**src/rtl/max_finder_pkg.sv**
```systemverilog
// -----------------------------------------------------------------------------
// max_finder_pkg
// Shared types and default sizing for the max_finder_ctrl slice.
//   state_t       : controller states (IDLE, FETCH, CMP, DONE)
//   MF_NUM_BITS   : default data word width
//   MF_NUM_WORDS  : default number of words per search (>= 2)
// -----------------------------------------------------------------------------
package max_finder_pkg;

  typedef enum logic [1:0] {
    IDLE  = 2'd0,
    FETCH = 2'd1,
    CMP   = 2'd2,
    DONE  = 2'd3
  } state_t;

  localparam int MF_NUM_BITS  = 4;
  localparam int MF_NUM_WORDS = 4;

endpackage

```
**src/rtl/max_finder_ctrl_greater_than.sv**
```systemverilog
// -----------------------------------------------------------------------------
// greater_than
// Unsigned magnitude comparator shared by the max finder.
// Ports:
//   a  in  W  left operand
//   b  in  W  right operand
//   o  out 1  1 when a > b (unsigned)
// -----------------------------------------------------------------------------
module greater_than #(
  parameter int W = 4
) (
  input  logic [W-1:0] a,
  input  logic [W-1:0] b,
  output logic         o
);

  assign o = (a > b);

endmodule

```
**src/rtl/max_finder_ctrl.sv**
```systemverilog
// -----------------------------------------------------------------------------
// max_finder_ctrl
// Finds the largest of NUM_WORDS unsigned words received over a valid/ready
// stream, using a single shared greater_than comparator, and reports the value
// and its 0-based arrival index with a one-cycle done pulse.
//
// Ports:
//   clk       in   1         system clock, rising edge
//   rst       in   1         asynchronous, active-high reset
//   start     in   1         begin a search (sampled only in IDLE)
//   in_valid  in   1         source presents a word on in_data
//   in_data   in   NUM_BITS  unsigned word
//   in_ready  out  1         word accepted this cycle (decoded from state)
//   busy      out  1         search in progress (decoded from state)
//   done      out  1         one-cycle pulse, max_val/max_idx valid
//   max_val   out  NUM_BITS  largest word of the last search
//   max_idx   out  IDX_BITS  arrival index of max_val
//
// Build option:
//   MAX_FINDER_CTRL_TIE_LAST_EN  when defined, equal words also update the
//                                result so the last occurrence of the maximum
//                                wins; otherwise the first occurrence wins.
//
// state | meaning
// ------+---------------------------------------------------------------
// IDLE  | waiting for start; previous result held on max_val/max_idx
// FETCH | in_ready high, waiting for in_valid to capture the next word
// CMP   | compare captured word against running max, advance counter
// DONE  | search complete; done pulse is registered out of this state
// -----------------------------------------------------------------------------
module max_finder_ctrl
  import max_finder_pkg::*;
#(
  parameter  int NUM_BITS  = MF_NUM_BITS,
  parameter  int NUM_WORDS = MF_NUM_WORDS,
  localparam int IDX_BITS  = $clog2(NUM_WORDS)
) (
  input  logic                clk,
  input  logic                rst,
  input  logic                start,
  input  logic                in_valid,
  input  logic [NUM_BITS-1:0] in_data,
  output logic                in_ready,
  output logic                busy,
  output logic                done,
  output logic [NUM_BITS-1:0] max_val,
  output logic [IDX_BITS-1:0] max_idx
);

  state_t state_q, state_d;

  logic [IDX_BITS-1:0] count_q,   count_d;
  logic [NUM_BITS-1:0] data_q,    data_d;
  logic [NUM_BITS-1:0] max_val_q, max_val_d;
  logic [IDX_BITS-1:0] max_idx_q, max_idx_d;
  logic                done_q,    done_d;

  logic gt;
  logic last_word;
  logic take_word;

  greater_than #(
    .W (NUM_BITS)
  ) u_gt (
    .a (data_q),
    .b (max_val_q),
    .o (gt)
  );

  assign last_word = (count_q == IDX_BITS'(NUM_WORDS - 1));

  // The first word of a search always seeds the running max, regardless of
  // what the previous search left in max_val_q.
`ifdef MAX_FINDER_CTRL_TIE_LAST_EN
  assign take_word = (count_q == '0) || gt || (data_q == max_val_q);
`else
  assign take_word = (count_q == '0) || gt;
`endif

  // ---------------------------------------------------------------------------
  // State register
  // ---------------------------------------------------------------------------
  always_ff @(posedge clk or posedge rst) begin
    if (rst) begin
      state_q <= IDLE;
    end else begin
      state_q <= state_d;
    end
  end

  // ---------------------------------------------------------------------------
  // Next-state logic
  // ---------------------------------------------------------------------------
  always_comb begin
    state_d = state_q;
    unique case (state_q)
      IDLE:    if (start)    state_d = FETCH;
      FETCH:   if (in_valid) state_d = CMP;
      CMP:     state_d = last_word ? DONE : FETCH;
      DONE:    state_d = IDLE;
      default: state_d = IDLE;
    endcase
  end

  // ---------------------------------------------------------------------------
  // State-decoded outputs
  // ---------------------------------------------------------------------------
  always_comb begin
    in_ready = 1'b0;
    busy     = 1'b0;
    unique case (state_q)
      IDLE:    begin in_ready = 1'b0; busy = 1'b0; end
      FETCH:   begin in_ready = 1'b1; busy = 1'b1; end
      CMP:     begin in_ready = 1'b0; busy = 1'b1; end
      DONE:    begin in_ready = 1'b0; busy = 1'b1; end
      default: begin in_ready = 1'b0; busy = 1'b0; end
    endcase
  end

  // ---------------------------------------------------------------------------
  // Datapath next values
  // ---------------------------------------------------------------------------
  always_comb begin
    count_d   = count_q;
    data_d    = data_q;
    max_val_d = max_val_q;
    max_idx_d = max_idx_q;
    // done is registered from the DONE state, so it rises on the edge that
    // leaves DONE and is seen during the following IDLE cycle.
    done_d    = (state_q == DONE);

    unique case (state_q)
      IDLE: begin
        if (start) count_d = '0;
      end
      FETCH: begin
        if (in_valid) data_d = in_data;
      end
      CMP: begin
        if (take_word) begin
          max_val_d = data_q;
          max_idx_d = count_q;
        end
        // Terminal compare exits to DONE, so the counter never wraps.
        if (!last_word) count_d = count_q + IDX_BITS'(1);
      end
      DONE: begin
      end
      default: begin
      end
    endcase
  end

  // ---------------------------------------------------------------------------
  // Datapath registers
  // ---------------------------------------------------------------------------
  always_ff @(posedge clk or posedge rst) begin
    if (rst) begin
      count_q   <= '0;
      data_q    <= '0;
      max_val_q <= '0;
      max_idx_q <= '0;
      done_q    <= 1'b0;
    end else begin
      count_q   <= count_d;
      data_q    <= data_d;
      max_val_q <= max_val_d;
      max_idx_q <= max_idx_d;
      done_q    <= done_d;
    end
  end

  assign done    = done_q;
  assign max_val = max_val_q;
  assign max_idx = max_idx_q;

endmodule

```
**config.mk**
```make
export PLATFORM = sky130hd
export DESIGN_NAME = max_finder_ctrl
export DESIGN_NICKNAME = d
export VERILOG_FILES = /design/src/rtl/max_finder_pkg.sv /design/src/rtl/max_finder_ctrl_greater_than.sv /design/src/rtl/max_finder_ctrl.sv
export SDC_FILE = /design/constraint.sdc
export NUM_CORES = 1
export LEC_CHECK = 0
export ABC_AREA = 1
export CORE_MARGIN = 3
export CORE_UTILIZATION = 48
export CTS_CLUSTER_SIZE = 8
export DETAILED_ROUTE_END_ITERATION = 10
export GPL_TIMING_DRIVEN = 0
export PLACE_DENSITY = 0.76
export SLEW_MARGIN = 40
export SYNTH_ARGS = -nofsm -noshare
export SYNTH_HDL_FRONTEND = slang
export SYNTH_SLANG_ARGS = --single-unit
```
**constraint.sdc**
```tcl
create_clock -name clk -period 1.6 [get_ports clk]
set_input_delay 0.32 -clock clk [delete_from_list [all_inputs] [get_ports clk]]
set_output_delay 0.32 -clock clk [all_outputs]
set_load 0.005 [all_outputs]
```
==> results of run 1 <==
## state kept, by name (all words and copies together) (netlist names)
signal   count
count_q      2
data_q       4
state_q      2
max_val      4
max_idx      2
done         1
## what timing repair did
item | CTS | global route
setup buffers | 1 | 0
setup endpoints to repair | 2 | 6
gates resized for setup | 4 | 2
## worst reg2reg max path: cells and delay by family (launching register included)
family | cells | cell delay (ns)
adder cells (fa/ha/maj) | 1 | 0.29
flip-flops | 1 | 0.38
AND/OR/NAND/NOR | 8 | 0.54
buffers and inverters | 2 | 0.12
## through the flow
| stage | std cells | util, % |
|---|---|---|
| floorplan | 82 | - |
| global placement | 113 | 68.0 |
| detailed placement | 113 | 68.0 |
| CTS | 118 | 70.5 |
| global route | 118 | 71.2 |
| finish | 118 | 71.2 |
## cell families after synthesis
kind of cell	synth area share, %
AND/OR/NAND/NOR	21.7
flip-flops	48.6
AO/OA/AOI/OAI	6.48
multiplexers	5.83
buffers and inverters	7.62
adder cells (fa/ha/maj)	9.72
## cells in the mapped netlist
library cell,count
sky130_fd_sc_hd__nand2_1,19
sky130_fd_sc_hd__dfrtp_1,15
sky130_fd_sc_hd__inv_1,13
sky130_fd_sc_hd__nand3_1,9
sky130_fd_sc_hd__ha_1,6
sky130_fd_sc_hd__mux2_4,3
sky130_fd_sc_hd__nand2_2,3
sky130_fd_sc_hd__a21oi_1,2
sky130_fd_sc_hd__o21ai_1,2
sky130_fd_sc_hd__a21oi_2,1
sky130_fd_sc_hd__inv_2,1
sky130_fd_sc_hd__inv_4,1
sky130_fd_sc_hd__nand2_4,1
sky130_fd_sc_hd__nor2_1,1
sky130_fd_sc_hd__nor2_4,1
sky130_fd_sc_hd__o21ai_0,1
sky130_fd_sc_hd__o21ai_2,1
sky130_fd_sc_hd__o31ai_1,1
sky130_fd_sc_hd__or2_2,1
## where the power goes
part	internal [mW]	switching (mW)
clock	0.0924	0.114
combinational	0.472	0.464
sequential	0.544	0.125
total	1.11	0.703
## final timing paths
check                                            start                     end  slack, ns  depth (start not counted)
worst max-delay path            state_q[1]$_DFFE_PP0P_                    busy       0.06                          2
worst min-delay path                               rst  count_q[1]$_DFFE_PP0P_       0.38                          2
worst max register to register  max_val[3]$_DFFE_PP0P_  max_val[0]$_DFFE_PP0P_       0.17                         11
worst min register to register  max_idx[0]$_DFFE_PP0P_  max_idx[0]$_DFFE_PP0P_       0.48                          2
max in group asynchronous                          rst  state_q[1]$_DFFE_PP0P_       0.82                          2
min in group clk                max_idx[0]$_DFFE_PP0P_  max_idx[0]$_DFFE_PP0P_       0.48                          2
## area by class of cell
| type | instances | share of cell area (%) |
|---|---|---|
| clock buffers | 3 | 2.26 |
| flip-flops and latches | 15 | 37.8 |
| repair buffers | 17 | 16.7 |
| clock inverters | 1 | 0.503 |
| multi-input cells | 52 | 34.9 |
| inverters | 15 | 5.90 |
| well taps | 15 | 1.88 |
## metal layers
| metal | vias up | wire length [um] | global-route usage (%) |
|---|---|---|---|
| li1 | 302 | - | - |
| met1 | 270 | 612 | 20.3 |
| met2 | 5 | 651 | 24.5 |
| met3 | 2 | 15 | 1.17 |
| met4 | 0 | 19 | 8.52 |
| met5 | - | 0 | 0 |
==> out/results.ini, run 1 <==
[clock_network]
worstSkewPairLatency_ns = 0.27
clk_pin_slew_ns = 0.09
htree_num_levels = 1
max_root_sink_buffers = 2
cts_hold_buf = 0
cts_tree = built
clock-sinks = 15
cts_buffers = 3
cts.root.buffer_cell = sky130_fd_sc_hd__clkbuf_4

[grt]
first_global_vias = 550
wire_length_of_the_first_global_routing_pass_um = 2300
antenna_found_initial = 0
pin_count_of_the_biggest_net_entering_global_routing = 16
grtUsageTotal_pct = 15.3
grt.overflow.total = 0

[critical_path]
cp_slowest_cell = sky130_fd_sc_hd__dfrtp_2
arrival_ns = 1.22
timing.critical_path.cells = or2_2 -> clkdlybuf4s15_1
required_ns = 1.28
setup.worst_path.start_class = flop
crit_path_end_kind = output port
cp_max_fanout = 4
critical_path.max_stage_delay_ns = 0.44
crit_family = flip-flops
setup.worst_path.class = flop to output port
cp.buffers_inverters = 1

[timing]
holdWs_ns = 0.381
finalWorstPathRequiredPeriod_ns = 1.54
finalMaxSlewViolations = 0
fmax_mhz = 651
worst_pin_slew_ns = 0.545
period_share_pct = 96.0
worst_slew_margin_pct = 63.6
fin_worst_skew_ns = 0.00566
finalSetupTns_ns = 0
final_critical_path_setup_slack_ns = 0.0648
finalHoldViolCount = 0
rsz_0062_raised_after_global_routing = false
setup_violations = 0

[flow_run]
cap_violations = 0

[synthesis]
syn_area_per_cell_um2 = 9.41
netlist.area_leader.share_pct = 48.6
synthesis.nets = 96
synth.lib_cells_used.distinct = 19
yosysWarnings = 0
synth_sequential_area_ratio_pct = 48.6
netlist_top_cells_area = sky130_fd_sc_hd__dfrtp_1, sky130_fd_sc_hd__ha_1, sky130_fd_sc_hd__nand2_1
postSynthCellCount = 82
synth_area_um2 = 772
yosys_register_bits = 15
synth_largest_area_cell = sky130_fd_sc_hd__dfrtp_1

[power]
total_power_mw = 1.81
pwr_density_cell_nw_per_um2 = 1820
p_leak_nw = 0.531
ir_worst_vdd_mv = 0.983

[floorplan]
die_height_um = 46.1
area_inside_the_core_boundary_um2 = 1400
initial_core_util_pct = 55.2
io-pin-count = 17
std_cell_rows = 13
dieArea_um2 = 2130
floorplan.die.width_um = 46.1

[place]
dpl_cell_area_um2 = 951
numPortBuffers = 16
placement_setup_slack_ns = 0.0626
dp.final_hpwl_um = 1070
routability_cong = 0.702

[drt]
num_vias = 579
number_of_nets_still_failing_antenna_checks_after_routing = 0
routed_wire_length_per_instance_um = 11.0
wl_um = 1300
route.detailed.vias_per_inst = 4.91
dr.first_iter.drc_count = 11
drt-pass1-iter-count = 4
drc_errors = 0

[final_layout]
multiInputGateArea_um2 = 348
n_antenna_cell = 0
final_common_cell = sky130_fd_sc_hd__nand2_1
finish.instance_area_um2 = 996
fillers = 107
nets = 118
regArea_um2 = 377
fraction_of_layout_instances_using_a_drive_strength_above_1_pct = 18.4
final_cell_mix = sky130_fd_sc_hd__nand2_1, sky130_fd_sc_hd__dfrtp_1, sky130_fd_sc_hd__clkdlybuf4s50_1, sky130_fd_sc_hd__inv_1, sky130_fd_sc_hd__nand3_1
areaGrowthSynthToFinish_pct = 29.0

[outcome]
run_status = completed

[min_path]
min-delay-path-class = primary input to async pin

No activity file was read; power rests on OpenSTA's default activity.
==> inputs of run 2 (changes only) <==
--- a/config.mk
+++ b/config.mk
@@ -6,6 +6,7 @@
 export NUM_CORES = 1
 export LEC_CHECK = 0
 export ABC_AREA = 1
+export CAP_MARGIN = 40
 export CORE_MARGIN = 3
 export CORE_UTILIZATION = 48
 export CTS_CLUSTER_SIZE = 8
==> results of run 2 <==
Same layout as run 1: the final DEF is identical, and so are final timing and power.
==> inputs of run 3 (changes only) <==
--- a/config.mk
+++ b/config.mk
@@ -12,7 +12,7 @@
 export CTS_CLUSTER_SIZE = 8
 export DETAILED_ROUTE_END_ITERATION = 10
 export GPL_TIMING_DRIVEN = 0
-export PLACE_DENSITY = 0.76
+export PLACE_DENSITY_LB_ADDON = 0.25
 export SLEW_MARGIN = 40
 export SYNTH_ARGS = -nofsm -noshare
 export SYNTH_HDL_FRONTEND = slang
==> run 3 against run 2 <==
Final area up 0.38%; global-route usage is 2.5 points higher; flip-flop and latch count unchanged; routed wire length is 19% higher; critical endpoint is now in_ready; hold slack improved by 0.0076 ns; largest power group unchanged; clock skew is 0.0012 ns lower; total power up 3.0%; maximum frequency decreased by 1.0%; register-to-register slack worse by 0.07 ns.
==> out/results.ini, run 3 (synthesis gave the netlist of run 1 again) <==
[outcome]
run_status = completed

[critical_path]
worstReg2RegStart = max_val[3]$_DFFE_PP0P_
worstRegToRegCells = 11  ; unchanged
crit_path_end_kind = output port
required_ns = 1.28  ; about the same
critical_path.startpoint = state_q[0]$_DFFE_PP0P_
arrival_ns = 1.23  ; about the same
setup.worst_path.start_class = flop
setup.worst_path.class = flop to output port
cp_max_fanout = 4  ; unchanged

[drt]
drc_errors = 0  ; unchanged
number_of_nets_still_failing_antenna_checks_after_routing = 0  ; unchanged
wl_um = 1550  ; +19%
route.detailed.vias_per_inst = 5.19  ; +5.8%
routed_wire_length_per_instance_um = 12.9  ; +17%
dr.first_iter.drc_count = 11  ; unchanged
drt-pass1-iter-count = 4  ; unchanged
num_vias = 623  ; +7.6%

[floorplan]
floorplan.die.width_um = 46.1  ; unchanged
die_height_um = 46.1  ; unchanged
initial_core_util_pct = 55.2  ; unchanged
std_cell_rows = 13  ; unchanged
area_inside_the_core_boundary_um2 = 1400  ; unchanged
io-pin-count = 17  ; unchanged
dieArea_um2 = 2130  ; unchanged

[timing]
rsz_0062_raised_after_global_routing = false
finalHoldViolCount = 0  ; unchanged
finalMaxSlewViolations = 0  ; unchanged
period_share_pct = 96.9  ; +0.98 points
worst_slew_margin_pct = 62.9  ; -0.70 points
holdWs_ns = 0.388  ; +0.00758 ns
worst_pin_slew_ns = 0.556  ; +0.0106 ns
fin_worst_skew_ns = 0.00442  ; -0.00124 ns
finalWorstPathRequiredPeriod_ns = 1.55  ; +0.0157 ns
fmax_mhz = 645  ; -1.0%
setup_violations = 0  ; unchanged
finalSetupTns_ns = 0  ; unchanged

[grt]
pin_count_of_the_biggest_net_entering_global_routing = 16  ; unchanged
antenna_found_initial = 0  ; unchanged
first_global_vias = 622  ; +13%
grt.overflow.total = 0  ; unchanged
wire_length_of_the_first_global_routing_pass_um = 2570  ; +12%
grtUsageTotal_pct = 17.8  ; +2.5 points

[clock_network]
clock-sinks = 15  ; unchanged
cts_buffers = 3  ; unchanged
worstSkewPairLatency_ns = 0.28  ; about the same
clk_pin_slew_ns = 0.09  ; about the same
max_root_sink_buffers = 2  ; unchanged
htree_num_levels = 1  ; unchanged
cts_tree = built
cts.root.buffer_cell = sky130_fd_sc_hd__clkbuf_4
cts_hold_buf = 0  ; unchanged

[final_layout]
final_cell_mix = sky130_fd_sc_hd__nand2_1, sky130_fd_sc_hd__dfrtp_1, sky130_fd_sc_hd__clkdlybuf4s50_1, sky130_fd_sc_hd__inv_1, sky130_fd_sc_hd__nand3_1
areaGrowthSynthToFinish_pct = 29.5
fillers = 123  ; +15%
multiInputGateArea_um2 = 343  ; -1.4%
final_cell_count_no_fill = 120  ; +1.7%
n_antenna_cell = 0  ; unchanged
nets = 120  ; +1.7%
fraction_of_layout_instances_using_a_drive_strength_above_1_pct = 20.0  ; +1.6 points
final_common_cell = sky130_fd_sc_hd__nand2_1
regArea_um2 = 377  ; unchanged

[flow_run]
cap_violations = 0  ; unchanged

[place]
routability_cong = 0.721  ; +2.7%
dp.final_hpwl_um = 1190  ; +12%
numPortBuffers = 16  ; unchanged
dp_cells = 113  ; unchanged

[power]
pwr_density_cell_nw_per_um2 = 1870  ; +2.6%
p_leak_nw = 0.534  ; +0.70%
ir_worst_vdd_mv = 0.919  ; -6.5%

[min_path]
min-delay-path-class = primary input to async pin

==> run 3: area by class of cell <==
class                           instances  area share [%]
Clock buffer                            4            2.63
Inverter                               15            5.88
Multi-Input combinational cell         52            34.3
Sequential cell                        15            37.7
Tap cell                               15            1.88
Timing Repair Buffer                   19            17.6
==> run 3: routing by layer <==
layer / vias to the layer above / part of all wire [%] / GRT usage [%]
met1: 300 / 39 / 19.1
li1: 307 / - / -
met5: - / 0 / 0
met4: 0 / 1.2 / 10.2
met3: 2 / 3.6 / 3.52
met2: 14 / 56 / 31.9
==> run 3: through the flow <==
stage	util (%)	worst slack [ns]	power, mW	area [um^2]
after detailed placement	68.0	0.0591	1.62	951
after global routing	71.5	0.00747	2.03	1000
after floorplan	-	0.274	1.24	772
after CTS	70.9	-0.00837	1.86	992
after global placement	68.0	0.0668	1.56	951
final	71.5	0.0490	1.87	1000
==> run 3: worst paths after layout <==
check	to	slack, ns
setup / recovery	in_ready	0.05
hold / removal	max_val[3]$_DFFE_PP0P_	0.39
setup reg to reg	max_idx[1]$_DFFE_PP0P_	0.10
hold reg to reg	max_idx[0]$_DFFE_PP0P_	0.51
max in group asynchronous	state_q[1]$_DFFE_PP0P_	0.82
min in group clk	max_idx[0]$_DFFE_PP0P_	0.51
==> run 3: what timing repair did <==
| item | CTS | global route |
|---|---|---|
| buffers inserted | 2 | 1 |
| resized for setup | 4 | 2 |
| pin swaps | 1 | 0 |
| endpoints found under the setup margin | 2 | 6 |
==> run 3: power breakdown <==
| group | switching (mW) | internal, mW | leakage (nW) |
|---|---|---|---|
| clock | 0.118 | 0.0968 | 0.0150 |
| sequential | 0.132 | 0.544 | 0.187 |
| combinational | 0.483 | 0.491 | 0.332 |
==> run 3: critical path, stage by stage, from the launching register on <==
cell,delay [ns]
sky130_fd_sc_hd__dfrtp_1,0.39
sky130_fd_sc_hd__buf_4,0.14
sky130_fd_sc_hd__inv_2,0.11
sky130_fd_sc_hd__nor2_4,0.06
sky130_fd_sc_hd__dlygate4sd2_1,0.26
